`config.mk`:
```
export PLATFORM = sky130hd
export DESIGN_NAME = decoder_arbiter_16_flat
export DESIGN_NICKNAME = d
export VERILOG_FILES = /design/src/rtl/decoder_arbiter_16_if.sv /design/src/rtl/decoder_arbiter_16.sv /design/src/flat_wrapper.sv
export SDC_FILE = /design/constraint.sdc
export NUM_CORES = 1
export LEC_CHECK = 0
export CORE_UTILIZATION = 40
export CTS_BUF_LIST = sky130_fd_sc_hd__clkbuf_4 sky130_fd_sc_hd__clkbuf_8
export DETAILED_ROUTE_END_ITERATION = 10
export GPL_ROUTABILITY_DRIVEN = 0
export PLACE_DENSITY = 0.63
export RECOVER_POWER = 100
export SLEW_MARGIN = 10
export SYNTH_ARGS = -nofsm -noshare
export SYNTH_HDL_FRONTEND = slang
export SYNTH_SLANG_ARGS = --single-unit
```
`constraint.sdc`:
```
create_clock -name clk -period 5.5 [get_ports clk]
set_input_delay 0.55 -clock clk [delete_from_list [all_inputs] [get_ports clk]]
set_output_delay 0.55 -clock clk [all_outputs]
set_load 0.1 [all_outputs]
```
`src/rtl/decoder_arbiter_16_if.sv`:
```
// Request/grant bundle for the 16-way round-robin arbiter.
interface decoder_arbiter_16_if;
    logic [15:0] req;
    logic        done;
    logic [15:0] grant;
    logic [3:0]  grant_idx;
    logic        grant_valid;
    logic        timeout;

    modport master (
        output req, done,
        input  grant, grant_idx, grant_valid, timeout
    );

    modport slave (
        input  req, done,
        output grant, grant_idx, grant_valid, timeout
    );
endinterface

```
`src/rtl/decoder_arbiter_16.sv`:
```
// 16-way round-robin arbiter with one-hot grant and bounded hold time.
module decoder_arbiter_16 #(
    parameter int unsigned HOLD_MAX = 15
) (
    input logic                  clk,
    input logic                  rst,
    decoder_arbiter_16_if.slave  bus
);
    typedef enum logic {IDLE, GRANT} state_t;

    state_t      state_q, state_d;
    logic [3:0]  idx_q, idx_d;
    logic [3:0]  ptr_q, ptr_d;
    logic [7:0]  cnt_q, cnt_d;
    logic [15:0] grant_q, grant_d;
    logic        timeout_q, timeout_d;

    logic [3:0]  win;
    logic [3:0]  cand;
    logic        found;
    logic        rel;

    // First requester at or above ptr, wrapping 15 -> 0.
    always_comb begin
        win   = ptr_q;
        found = 1'b0;
        cand  = ptr_q;
        for (int i = 0; i < 16; i++) begin
            cand = ptr_q + 4'(i);
            if (!found && bus.req[cand]) begin
                win   = cand;
                found = 1'b1;
            end
        end
    end

    always_comb begin
        state_d   = state_q;
        idx_d     = idx_q;
        ptr_d     = ptr_q;
        cnt_d     = cnt_q;
        timeout_d = 1'b0;
        rel       = bus.done || !bus.req[idx_q];
        unique case (state_q)
            IDLE: begin
                if (found) begin
                    state_d = GRANT;
                    idx_d   = win;
                    ptr_d   = win + 4'd1;
                    cnt_d   = 8'd0;
                end
            end
            GRANT: begin
                // A release wins over an expiring hold; no timeout then.
                if (rel) begin
                    state_d = IDLE;
                end else if (cnt_q == 8'(HOLD_MAX - 1)) begin
                    state_d   = IDLE;
                    timeout_d = 1'b1;
                end else begin
                    cnt_d = cnt_q + 8'd1;
                end
            end
            default: state_d = IDLE;
        endcase
        grant_d = (state_d == GRANT) ? (16'd1 << idx_d) : 16'd0;
    end

    always_ff @(posedge clk) begin
        if (rst) begin
            state_q   <= IDLE;
            idx_q     <= 4'd0;
            ptr_q     <= 4'd0;
            cnt_q     <= 8'd0;
            grant_q   <= 16'd0;
            timeout_q <= 1'b0;
        end else begin
            state_q   <= state_d;
            idx_q     <= idx_d;
            ptr_q     <= ptr_d;
            cnt_q     <= cnt_d;
            grant_q   <= grant_d;
            timeout_q <= timeout_d;
        end
    end

    assign bus.grant       = grant_q;
    assign bus.grant_idx   = idx_q;
    assign bus.grant_valid = (state_q == GRANT);
    assign bus.timeout     = timeout_q;
endmodule

```
`src/flat_wrapper.sv`:
```
// flat-port wrapper written by rule: the top's interface ports become plain ports
module decoder_arbiter_16_flat 
#(
    parameter int unsigned HOLD_MAX = 15
)
  (clk, rst, bus_req, bus_done, bus_grant, bus_grant_idx, bus_grant_valid, bus_timeout);
  decoder_arbiter_16_if bus_i ();
  input logic clk;
  input logic rst;
  input wire logic [$bits(bus_i.req)-1:0] bus_req;
  input wire logic [$bits(bus_i.done)-1:0] bus_done;
  output wire logic [$bits(bus_i.grant)-1:0] bus_grant;
  output wire logic [$bits(bus_i.grant_idx)-1:0] bus_grant_idx;
  output wire logic [$bits(bus_i.grant_valid)-1:0] bus_grant_valid;
  output wire logic [$bits(bus_i.timeout)-1:0] bus_timeout;
  assign bus_i.req = bus_req;
  assign bus_i.done = bus_done;
  assign bus_grant = bus_i.grant;
  assign bus_grant_idx = bus_i.grant_idx;
  assign bus_grant_valid = bus_i.grant_valid;
  assign bus_timeout = bus_i.timeout;
  decoder_arbiter_16 #(.HOLD_MAX(HOLD_MAX)) u_core (.clk(clk), .rst(rst), .bus(bus_i));
endmodule
```
### Word-level counts from Yosys, hierarchy flattened

Index checks and enable logic that the tools add are counted.

| cells by class | value |
|---|---|
| $add $sub $neg | 17 |
| order comparisons | 17 |
| equality and inequality tests | 4 |
| shift-type cells | 1 |
| mux-type cells | 76 |
| bitwise operators | 2 |
| reductions and logical operators | 36 |

Operators with widths:

| operator | number |
|---|---|
| $lt A4 B5 Y1 const B | 17 |
| $bmux W1 S4 | 17 |
| $mux W4 | 17 |
| $mux W1 | 37 |
| $add A4 B4 Y4 const B | 8 |
| $mux W8 | 3 |
| $add A4 B3 Y4 const B | 4 |
| $logic_not A1 Y1 | 16 |
| $pmux W8 S2 | 1 |
| $shl A1 B4 Y16 const A | 1 |
| $logic_and A1 B1 Y1 | 15 |
| $add A4 B1 Y4 const B | 2 |
| $add A4 B2 Y4 const B | 2 |
| $add A8 B1 Y8 const B | 1 |
| $eq A8 B4 Y1 const B | 1 |
| $ne A2 B2 Y1 const B | 2 |
| $reduce_and A3 Y1 | 1 |
| $reduce_or A3 Y1 | 1 |
| $ne A2 B1 Y1 const B | 1 |
| $not A1 Y1 | 2 |
| $pmux W1 S2 | 1 |
| $reduce_and A2 Y1 | 1 |
| $reduce_or A2 Y1 | 1 |
| $logic_or A1 B1 Y1 | 1 |

| storage, ports and cells | value |
|---|---|
| flip-flop bits (word level) | 34 |
| bits of input ports | 19 |
| output and inout port bits | 22 |
| logic and storage cells | 159 |

### Logic depth before layout (Yosys ltp)

| logic depth | value |
|---|---|
| depth in word-level cells | 52 |
| mapped depth | 20 |

### Worst setup path before layout

No wires, ideal clock.

| timing path | value |
|---|---|
| path kind | flip-flop to flip-flop |
| start | register u_core.ptr_q[0] |
| end | register u_core.grant_q[13], in the netlist u_core.bus.grant[13] |
| library setup time | 0.065 ns |
| arrival time | 4.479 ns |
| data required time | 5.435 ns |
| path slack | 0.956 ns |
| cell stages (with the launch flop) | 17 |
| path through | dfxtp_1 -> buf_6 -> buf_6 -> buf_2 -> inv_2 -> ha_1 -> buf_2 -> mux4_2 -> mux4_2 -> or4_4 -> or3_1 -> nor3_1 -> a21oi_1 -> a31oi_2 -> mux2i_2 -> or3b_4 -> nor2_1 |

| on the way | value |
|---|---|
| cells in the longest elaborated chain, start to end | 52 |
| elaborated cells between the ends (all ways) | 115 |
| classes of those cells | 15 x add/sub; 1 x shift; 67 x mux; 1 x bitwise; 31 x reduce/logical |

RTL lines:

| element | RTL line | RTL |
|---|---|---|
| from (decl) | decoder_arbiter_16.sv:13 | `logic [3:0] ptr_q, ptr_d;` |
| from (signal assigned) | decoder_arbiter_16.sv:80 | `ptr_q <= ptr_d;` |
| parallel branches: the longest is 52 deep, another holds $add A4 B1 Y4 | n/a |  |
| to (signal assigned) | decoder_arbiter_16.sv:82 | `grant_q <= grant_d;` |
| to (decl) | decoder_arbiter_16.sv:15 | `logic [15:0] grant_q, grant_d;` |

Several ways; the timed one is not identified. The select of a mux whose other input is x is not followed.
A chain may end at the register's enable or synchronous reset.

### Worst setup path after layout

| timing path | value |
|---|---|
| start | register u_core.ptr_q[1] |
| end | register u_core.grant_q[11], in the netlist u_core.bus.grant[11] |

The elaborated chain is that of the path after synthesis.

==> impl_results.md <==
- Status: finished clean
- Final worst path period need: 5.16 ns
- Slew Limit Fails: 0
- Dpl hpwl: 9.02 mm
- CTS root buffer: clkbuf_8
- Stages on worst setup path: 13
- Largest fanout on the critical path: 19
- Vias in the first global route: 3,716
- Crit-path slowest cell: ha_1
- Achievable Freq: 194 MHz
- WP data required: 5.73 ns
- DRC errors left: 0
- Post-Syn Area per Cell: 8.64 um2
- Global route overflow: 0
- Layout Skew: 0.00585 ns
- Largest net degree at the start of global routing: 34
- Post-synthesis sequential area ratio: 17.2%
- Placement Rows: 35
- GRT Overall Usage: 24.1%
- Cells after Synth: 457
- Die ar.: 10,300 um2
- Depth of the CTS H-tree: 2
- Commonest non-fill, non-tap cells in the layout: nor2_1 (58), mux2i_1 (36), mux4_2 (34), dfxtp_1 (34), nand2_1 (27)
- Vias: 3,926
- Initial antenna violation count: 0
- Asr flop ratio synth: 0%
- R2R cell count: 13
- CP Launch Type: flop
- Buf/Inv on CP: 2
- Slew HR: 20.8%
- Slew @ Worst Pin: 1.18 ns
- TritonCTS clock tree: yes
- First-pass GRT wire length: 19.1 mm
- Max clock buf depth: 2
- FF+latch count, synth: 34
- Final setup fails: 0
- Critical path's top delay family: simple AND/OR/NAND/NOR gates
- Unique cell type count in the Yosys netlist: 65
- Setup CP Type: reg2reg
- Worst path max stage delay: 0.79 ns
- Starting Density: 41.9%
- Final wirelength: 11.8 mm
- Chip width: 101 um
- Warnings from Yosys: 0
- N_diodes: 0
- Core ar.: 9420 um2
- Antenna-violating nets left: 0
- Vias per inst: 6.36
- WL/cell: 19.2 um
- Hold path cells: 2
- IO Port Bufs: 40
- Crit share post-route: 93.9%
- WP data arrival: 5.39 ns
- Fin. Hold Viols: 0
- Final nets: 515
- Setup Buffers After CTS: 0
- Layout cells sized above 1: 14.8%
- Area Overhead vs Synth: 15.0%
- Post-Syn Area: 3950 um2
- Reg clk slew, reported paths: 0.08 ns
- HP Class: reg2reg
- TritonRoute pass-1 iters: 5
- Critical path endpoint category: flop
- IO Count: 41
- Post-synth EDFFs: 0
- RSZ-0062 raised after global routing: false
- PostCTS Resize Cnt: 0
- Most used flip-flop cell after synthesis: dfxtp_1
- Chip height: 101 um
- CTS Hold Buffers Added: 0
- Worst-Skew Late Latency: 0.29 ns
- TNS Setup: 0 ns
- Num Clock Sinks: 34
- Syn nets: 485
- DRT iter0 DRCs: 468
- Crit-path cells: inv_1 -> buf_4 -> ha_1 -> mux4_2 -> mux4_2 -> or4_4 -> or3_1 -> nor3_1 -> a21oi_1 -> a31oi_1 -> mux2i_1 -> or3b_1 -> nor2_1
- Commonest non-fill, non-tap cell in the layout: nor2_1
- Cell mode on critical path: mux4_2
- TritonCTS Buffers: 5
- Max Cap Viol: 0
==> synthesized netlist by cell type (all sizes together), types with 2 or more instances <==
cell type  number  area, um2
nand4          13       81.3
o31ai           4       30.0
nand3          20        100
a2111oi         4       41.3
inv            14       52.6
a31oi           4       31.3
a21oi          25        125
nand2b          5       31.3
nor4            3       25.0
or2             4       25.0
xnor2           9       78.8
o221ai          3       26.3
o211ai          6       45.0
nor2           58        218
or3             2       12.5
nor3           18       95.1
mux2            9        101
a211oi          2       15.0
o22ai           2       12.5
a21boi          3       22.5
a22oi           2       15.0
nand3b          5       37.5
clkbuf          9       33.8
a311oi          2       17.5
a21o            4       30.0
or4             4       33.8
and4            3       26.3
dfxtp          34        681
buf            18        104
nand2          27        101
o21ai          17       85.1
a41oi           2       25.0
a32oi           2       17.5
ha              9        113
xor2           11       96.3
nor2b           8       50.1
o211a           2       20.0
mux4           34        766
and3            5       31.3
and2            3       18.8
mux2i          36        364
==> flip-flops by register name, summed over array words and instances (netlist names) <==
register,count
u_core.bus.grant,16
u_core.bus.grant_idx,4
u_core.bus.grant_valid,1
u_core.bus.timeout,1
u_core.cnt_q,8
u_core.ptr_q,4
==> final timing paths <==
check        slack, ns              endpoint            start
min reg2reg       0.53       u_core.cnt_q[7]  u_core.cnt_q[7]
max reg2reg       0.34  u_core.bus.grant[11]  u_core.ptr_q[1]
max               0.34  u_core.bus.grant[11]  u_core.ptr_q[1]
min               0.53       u_core.cnt_q[7]  u_core.cnt_q[7]
==> kinds of logic (layout without fill, tap and decap cells) <==
group	count (synthesis)	in the layout	synth area share, %
and+or+nand+nor	182	182	23.5
AOI/OAI and AO/OA	92	92	16.0
muxes	79	79	31.2
buffers and inverters	41	72	4.82
DFF	34	34	17.2
xor gates and xnor gates	20	20	4.44
adders and majority gates	9	9	2.85
==> per-layer routing <==
layer | share of wire, % | vias up | global-route usage, %
li1 | - | 1808 | -
met1 | 43 | 1889 | 32.1
met4 | 3.5 | 0 | 8.92
met3 | 7.6 | 40 | 4.90
met2 | 45 | 189 | 38.6
met5 | 0 | - | 0
==> worst min-delay path: stages (launching register included) <==
cell,delay (ns)
dfxtp_1,0.35
xor2_1,0.08
nor2_1,0.07
==> stage by stage <==
stage          instance area [um2]  cells  hold WS (ns)  worst slack (ns)  util [%]
2_1_floorplan                 3950    457         0.479             0.956         -
3_3_place_gp                  4450    609         0.496             0.735      47.2
3_5_place_dp                  4450    609         0.519             0.660      47.2
4_1_cts                       4560    617         0.536             0.632      48.4
5_1_grt                       4540    617         0.549             0.118      48.2
6_report                      4540    617         0.534             0.337      48.2
==> area by class of cell <==
| type | count | area [um2] |
|---|---|---|
| fill | 913 | 4870 |
| multi-input combinational | 382 | 3060 |
| sequential | 34 | 681 |
| timing repair buffer | 50 | 475 |
| tap | 129 | 161 |
| clock buffer | 5 | 68.8 |
| inverter | 14 | 52.6 |
| clock inverter | 3 | 45.0 |
Power is left out: the tool's default activity adds up to more than one toggle a clock period on the data nets, which glitch-free logic cannot reach.
